==> config.mk <==
export PLATFORM = sky130hd
export DESIGN_NAME = mul_div_unit_flat
export DESIGN_NICKNAME = d
export VERILOG_FILES = /design/src/rtl/mul_div_if.sv /design/src/rtl/mul_div_unit.sv /design/src/flat_wrapper.sv
export SDC_FILE = /design/constraint.sdc
export NUM_CORES = 1
export LEC_CHECK = 0
export ABC_CLOCK_PERIOD_IN_PS = 7200
export CAP_MARGIN = 10
export CORE_MARGIN = 3
export CORE_UTILIZATION = 55
export CTS_BUF_LIST = sky130_fd_sc_hd__clkbuf_4
export CTS_CLUSTER_DIAMETER = 150
export CTS_CLUSTER_SIZE = 8
export DETAILED_ROUTE_END_ITERATION = 8
export GPL_ROUTABILITY_DRIVEN = 0
export GPL_TIMING_DRIVEN = 0
export PLACE_DENSITY = 0.78
export SLEW_MARGIN = 20
export SYNTH_ARGS = -nofsm -noshare
export SYNTH_HDL_FRONTEND = slang
export SYNTH_SLANG_ARGS = --single-unit
==> constraint.sdc <==
create_clock -name clk -period 7.2 [get_ports clk]
set_input_delay 1.08 -clock clk [delete_from_list [all_inputs] [get_ports clk]]
set_output_delay 1.08 -clock clk [all_outputs]
set_load 0.01 [all_outputs]
==> src/rtl/mul_div_if.sv <==
// Request/response bundle between the execute stage and the multiply/divide unit.
// The master issues operations and consumes results; the slave is the unit itself.
interface mul_div_if #(
    parameter int WIDTH = 32
);
    logic             flush;
    logic [2:0]       fn;
    logic [WIDTH-1:0] a;
    logic [WIDTH-1:0] b;
    logic             in_valid;
    logic             in_ready;
    logic [WIDTH-1:0] r;
    logic             out_valid;
    logic             out_ready;

    modport master (
        output flush, fn, a, b, in_valid, out_ready,
        input  in_ready, r, out_valid
    );

    modport slave (
        input  flush, fn, a, b, in_valid, out_ready,
        output in_ready, r, out_valid
    );
endinterface

==> src/rtl/mul_div_unit.sv <==
// Radix-2 iterative RISC-V M-extension multiply/divide unit.
// Computes one product or quotient bit per cycle on unsigned magnitudes, then fixes up the sign.
module mul_div_unit #(
    parameter int WIDTH = 32
) (
    input  logic       clk,
    input  logic       reset,
    mul_div_if.slave   bus
);

    localparam int CW = $clog2(WIDTH + 1);
    localparam logic [WIDTH-1:0] MIN_VAL = {1'b1, {(WIDTH-1){1'b0}}};

    typedef enum logic [1:0] {IDLE, BUSY, DONE} state_t;

    state_t           state, next_state;
    logic [2:0]       fn_q;
    logic             neg_q;
    logic [WIDTH-1:0] hi_q, lo_q, op_q, r_q;
    logic [CW-1:0]    count_q;

    logic             signed_a, signed_b, a_neg, b_neg, neg_in;
    logic [WIDTH-1:0] a_mag, b_mag;
    logic             is_special;
    logic [WIDTH-1:0] special_r;

    logic [WIDTH:0]     mul_sum;
    logic [WIDTH:0]     div_shift;
    logic [WIDTH-1:0]   div_diff;
    logic               div_ge;
    logic [WIDTH-1:0]   hi_n, lo_n;
    logic [2*WIDTH-1:0] prod, prod_fix;
    logic [WIDTH-1:0]   quo_fix, rem_fix, final_r;

    logic last_step;
    assign last_step = (count_q == CW'(1));

    // Operand conditioning at accept: magnitudes, result sign and the div/rem corner cases.
    always_comb begin
        signed_a   = (bus.fn == 3'd0) || (bus.fn == 3'd1) || (bus.fn == 3'd2) ||
                     (bus.fn == 3'd4) || (bus.fn == 3'd6);
        signed_b   = (bus.fn == 3'd0) || (bus.fn == 3'd1) ||
                     (bus.fn == 3'd4) || (bus.fn == 3'd6);
        a_neg      = signed_a && bus.a[WIDTH-1];
        b_neg      = signed_b && bus.b[WIDTH-1];
        a_mag      = a_neg ? -bus.a : bus.a;
        b_mag      = b_neg ? -bus.b : bus.b;
        neg_in     = (bus.fn == 3'd6) ? a_neg : (a_neg ^ b_neg);
        is_special = 1'b0;
        special_r  = '0;
        if (bus.fn[2]) begin
            if (bus.b == '0) begin
                is_special = 1'b1;
                special_r  = bus.fn[1] ? bus.a : '1;
            end else if (signed_b && (bus.a == MIN_VAL) && (bus.b == '1)) begin
                is_special = 1'b1;
                special_r  = bus.fn[1] ? '0 : MIN_VAL;
            end
        end
    end

    // One iteration: shift-add for multiply, restoring shift-subtract for divide.
    always_comb begin
        mul_sum   = {1'b0, hi_q} + ({1'b0, op_q} & {(WIDTH+1){lo_q[0]}});
        div_shift = {hi_q, lo_q[WIDTH-1]};
        div_ge    = (div_shift >= {1'b0, op_q});
        div_diff  = div_shift[WIDTH-1:0] - op_q;
        if (fn_q[2]) begin
            hi_n = div_ge ? div_diff : div_shift[WIDTH-1:0];
            lo_n = {lo_q[WIDTH-2:0], div_ge};
        end else begin
            hi_n = mul_sum[WIDTH:1];
            lo_n = {mul_sum[0], lo_q[WIDTH-1:1]};
        end
        prod     = {hi_n, lo_n};
        prod_fix = neg_q ? -prod : prod;
        quo_fix  = neg_q ? -lo_n : lo_n;
        rem_fix  = neg_q ? -hi_n : hi_n;
        case (fn_q)
            3'd0:          final_r = prod_fix[WIDTH-1:0];
            3'd1, 3'd2,
            3'd3:          final_r = prod_fix[2*WIDTH-1:WIDTH];
            3'd4, 3'd5:    final_r = quo_fix;
            default:       final_r = rem_fix;
        endcase
    end

    always_ff @(posedge clk) begin
        if (!reset) state <= IDLE;
        else        state <= next_state;
    end

    always_comb begin
        next_state = state;
        case (state)
            IDLE: if (bus.in_valid) next_state = is_special ? DONE : BUSY;
            BUSY: if (last_step)    next_state = DONE;
            DONE: if (bus.out_ready) next_state = IDLE;
            default:                next_state = IDLE;
        endcase
        if (bus.flush) next_state = IDLE;
    end

    always_comb begin
        bus.in_ready  = (state == IDLE);
        bus.out_valid = (state == DONE);
        bus.r         = r_q;
    end

    // Datapath registers; a flush freezes them so r keeps its last value.
    always_ff @(posedge clk) begin
        if (!reset) begin
            fn_q    <= '0;
            neg_q   <= 1'b0;
            hi_q    <= '0;
            lo_q    <= '0;
            op_q    <= '0;
            r_q     <= '0;
            count_q <= '0;
        end else if (!bus.flush) begin
            case (state)
                IDLE: if (bus.in_valid) begin
                    fn_q  <= bus.fn;
                    neg_q <= neg_in;
                    hi_q  <= '0;
                    lo_q  <= bus.fn[2] ? a_mag : b_mag;
                    op_q  <= bus.fn[2] ? b_mag : a_mag;
                    if (is_special) r_q <= special_r;
                    else            count_q <= CW'(WIDTH);
                end
                BUSY: begin
                    hi_q    <= hi_n;
                    lo_q    <= lo_n;
                    count_q <= count_q - CW'(1);
                    if (last_step) r_q <= final_r;
                end
                default: ;
            endcase
        end
    end

endmodule

==> src/flat_wrapper.sv <==
// flat-port wrapper written by rule: the top's interface ports become plain ports
module mul_div_unit_flat 
#(
    parameter int WIDTH = 32
)
  (clk, reset, bus_flush, bus_fn, bus_a, bus_b, bus_in_valid, bus_out_ready, bus_in_ready, bus_r, bus_out_valid);
  mul_div_if #(.WIDTH(WIDTH)) bus_i ();
  input  logic clk;
  input  logic reset;
  input wire logic [$bits(bus_i.flush)-1:0] bus_flush;
  input wire logic [$bits(bus_i.fn)-1:0] bus_fn;
  input wire logic [$bits(bus_i.a)-1:0] bus_a;
  input wire logic [$bits(bus_i.b)-1:0] bus_b;
  input wire logic [$bits(bus_i.in_valid)-1:0] bus_in_valid;
  input wire logic [$bits(bus_i.out_ready)-1:0] bus_out_ready;
  output wire logic [$bits(bus_i.in_ready)-1:0] bus_in_ready;
  output wire logic [$bits(bus_i.r)-1:0] bus_r;
  output wire logic [$bits(bus_i.out_valid)-1:0] bus_out_valid;
  assign bus_i.flush = bus_flush;
  assign bus_i.fn = bus_fn;
  assign bus_i.a = bus_a;
  assign bus_i.b = bus_b;
  assign bus_i.in_valid = bus_in_valid;
  assign bus_i.out_ready = bus_out_ready;
  assign bus_in_ready = bus_i.in_ready;
  assign bus_r = bus_i.r;
  assign bus_out_valid = bus_i.out_valid;
  mul_div_unit #(.WIDTH(WIDTH)) u_core (.clk(clk), .reset(reset), .bus(bus_i));
endmodule
==> flow_metrics.tcl <==
set metrics [dict create \
    syn-instance-count 2257 \
    root_buffer "clkbuf_4" \
    worst_hold_slack_ns 0.490 \
    powerDensity_mw_per_mm2 141 \
    violations "design-rule violations" \
    dieArea_mm2 0.0307 \
    worstPathArrival_ns 7.60 \
    finClkSkew_ns 0.0231 \
    leakage_uw 0.00662 \
    drc 15 \
    yosysMostFrequentCell "nor2_1" \
    via_per_inst 7.03 \
    grt_overflow 0 \
    synth_warnings 0 \
    clkSinkCount 140 \
    chipWidth_um 175 \
    worst_pin_slew_ns 1.18 \
    core_mm2 0.0280 \
    setup_ws_ns 0.0671 \
    period_share 0.991 \
    worst_slew_margin_rel 0.205 \
    dp.cells 2738 \
    final_cells 2771 \
    setup_viol 0 \
    avgSynthCellArea_um2 6.99 \
    finalHoldViolCount 0 \
    dr.pass1.iters 9 \
    fillers 2631 \
    nets 2524 \
    clk_pin_slew_ns 0.14 \
    pre_cts_ws_ns -0.880 \
    grt.total_usage 0.436 \
    num_rows 61 \
    synth.area.top_cells "dfxtp_1, a21oi_1, nor2_1, ha_1, xnor2_1" \
    cts_buffers 17 \
    ff_latch_area_mm2 0.00281 \
    synth_ff_type "dfxtp_1" \
    drive_gt1_frac 0.0631 \
    cp_num_buf_inv 4 \
    mappedNetlistArea_mm2 0.0158 \
    critPathKind "reg2reg" \
    synth_top_family_by_area "compound AO/OA/AOI/OAI gates" \
    antenna_found_initial 3 \
    synth-edff-count 0 \
    finalWirelength_um 69600 \
    cts_tree "built" \
    synth_fp_nets 2402 \
    synth-async-reset-ratio 0 \
    synth_compound_area_frac 0.318 \
    fin_util 0.628 \
    worst_path_max_delay_cell "dfxtp_1" \
    initial_core_util 0.563 \
    cts_hold_buffers 0 \
    yosys.area.top_type "dfxtp_1" \
    ant_nets 0 \
    min_period_ns 7.13 \
    clock_latency_ns 0.61 \
    required_ns 7.67 \
    drv_slew 0 \
    drv_cap 0 \
    status "complete, but fails checks" \
    first_global_vias 18100 \
    critPathCaptureType "flip-flop" \
    ys_ff_latch 140 \
    min_path_type "reg2reg" \
    yosysUniqueCellTypes 102 \
    cts_max_level 4 \
    num_vias 19500 \
    io_buffer_count 103 \
    wl_per_cell_um 25.1 \
    cts_buffer_depth 2 \
    cpPeakStageDelay_ns 0.54 \
    seq_area_frac_synth 0.178 \
    drt_iter0_markers 2825 \
    synthTopCellsByCount "nor2_1, nand2_1, a21oi_1" \
    cp_max_fo 10 \
    irDropWorstVdd_mv 0.0858 \
    start_kind "flip-flop" \
    p_total_uw 2490 \
    synthMuxAreaShare 0.0389 \
    synthAdderAreaFrac 0.0589 \
    synthToLayoutAreaGrowth_pct 11.5 \
    multi_input_area_mm2 0.0120 \
    grt_pass1_wl_um 104000 \
    io_pins 106 \
    synth_xor_area_frac 0.0916 \
    max_freq_mhz 140 \
    dpl.hpwl_um 55000 \
    yosysTopAreaCellShare 0.178 \
    yosys.area_share.simple 0.253 \
    grt_max_degree 20 \
    die_h_um 175 \
    cp_top_family "simple AND/OR/NAND/NOR gates" \
]
cells by family (layout without fill, tap and decap cells):
kind of cell | Yosys count | in the layout
adder cells (fa/ha/maj) | 73 | 73
flip-flops | 140 | 140
other | 0 | 1
buffers and inverters | 236 | 371
multiplexers | 60 | 60
AO/OA/AOI/OAI | 759 | 759
XOR/XNOR | 165 | 165
AND/OR/NAND/NOR | 824 | 824
worst paths after layout:
path	end	cells past startpoint	slack [ns]	startpoint
max	u_core.bus.r[10]$_SDFFE_PN0P_	26	0.07	u_core.op_q[26]$_SDFFE_PN0P_
min reg2reg	u_core.bus.r[14]$_SDFFE_PN0P_	2	0.49	u_core.bus.r[14]$_SDFFE_PN0P_
min	u_core.bus.r[14]$_SDFFE_PN0P_	2	0.49	u_core.bus.r[14]$_SDFFE_PN0P_
max reg2reg	u_core.bus.r[10]$_SDFFE_PN0P_	26	0.07	u_core.op_q[26]$_SDFFE_PN0P_
metrics by stage:
stage / area, um^2 / TNS [ns]
after floorplan: 15800 / 0
after global placement: 17300 / -4.69
after detailed placement: 17300 / -5.39
after CTS: 17600 / 0
after global routing: 17600 / -0.0497
final: 17600 / 0
per-layer routing:
layer  share of wire  global-route usage  vias up
met5         0.00042             0.00321        -
met4           0.092               0.315        4
met3            0.15               0.142      446
met2            0.41               0.664     1602
met1            0.35               0.513     8876
li1                -                   -     8544
report_power, final:
| part | switching (uW) | leakage [uW] | internal, uW |
|---|---|---|---|
| registers | 51.5 | 0.00114 | 811 |
| clock network | 337 | 0.000138 | 174 |
| logic | 743 | 0.00534 | 369 |
tightest hold or removal path, cell delays in order (launching register included):
cell and delay, ns:
dfxtp_1 0.35, nand2_1 0.06, a21oi_1 0.05
flip-flops by register name, summed over array words and instances (netlist names):
name,cells
u_core.op_q,32
u_core.neg_q,1
u_core.bus.r,32
u_core.hi_q,32
u_core.count_q,6
u_core.lo_q,32
u_core.fn_q,3
u_core.state,2
final cells by class:
type | instances | share of cell area
well taps | 378 | 0.0269
plain buffers | 152 | 0.0382
clock inverters | 14 | 0.00683
flip-flops and latches | 140 | 0.160
repair buffers | 104 | 0.0590
multi-input cells | 1881 | 0.684
diodes | 1 | 0.000142
clock buffers | 18 | 0.00768
inverters | 83 | 0.0177
layout by cell type (no fill, tap or decap), types with 10 or more instances in the layout:
master           count
nor2_1             254
nand2_1            211
a21oi_1            208
o21ai_0            163
dfxtp_1            137
clkbuf_1           106
clkdlybuf4s50_1    103
xnor2_1             95
inv_1               81
nor3_1              76
ha_1                71
xor2_1              70
and2_1              56
a211oi_1            51
o211ai_1            50
mux2i_1             49
nand3_1             46
nand4_1             40
a21o_1              31
a31oi_1             28
or3_1               26
buf_2               25
o31ai_1             24
clkbuf_4            19
a311oi_1            17
a22oi_1             17
nor4_1              16
o21a_1              15
nand2b_1            14
nor2b_1             13
o21ai_1             12
o21bai_1            12
and3_1              11
or2_2               11
o22ai_1             11
mux2_2              10
or4_1               10
what timing repair did:
item / in CTS / in global routing
setup buffers: 0 / 1
pin swaps: 0 / 2
resized for setup: 5 / 10
endpoints found under the setup margin: 13 / 9
No activity file was read; power rests on OpenSTA's default activity.
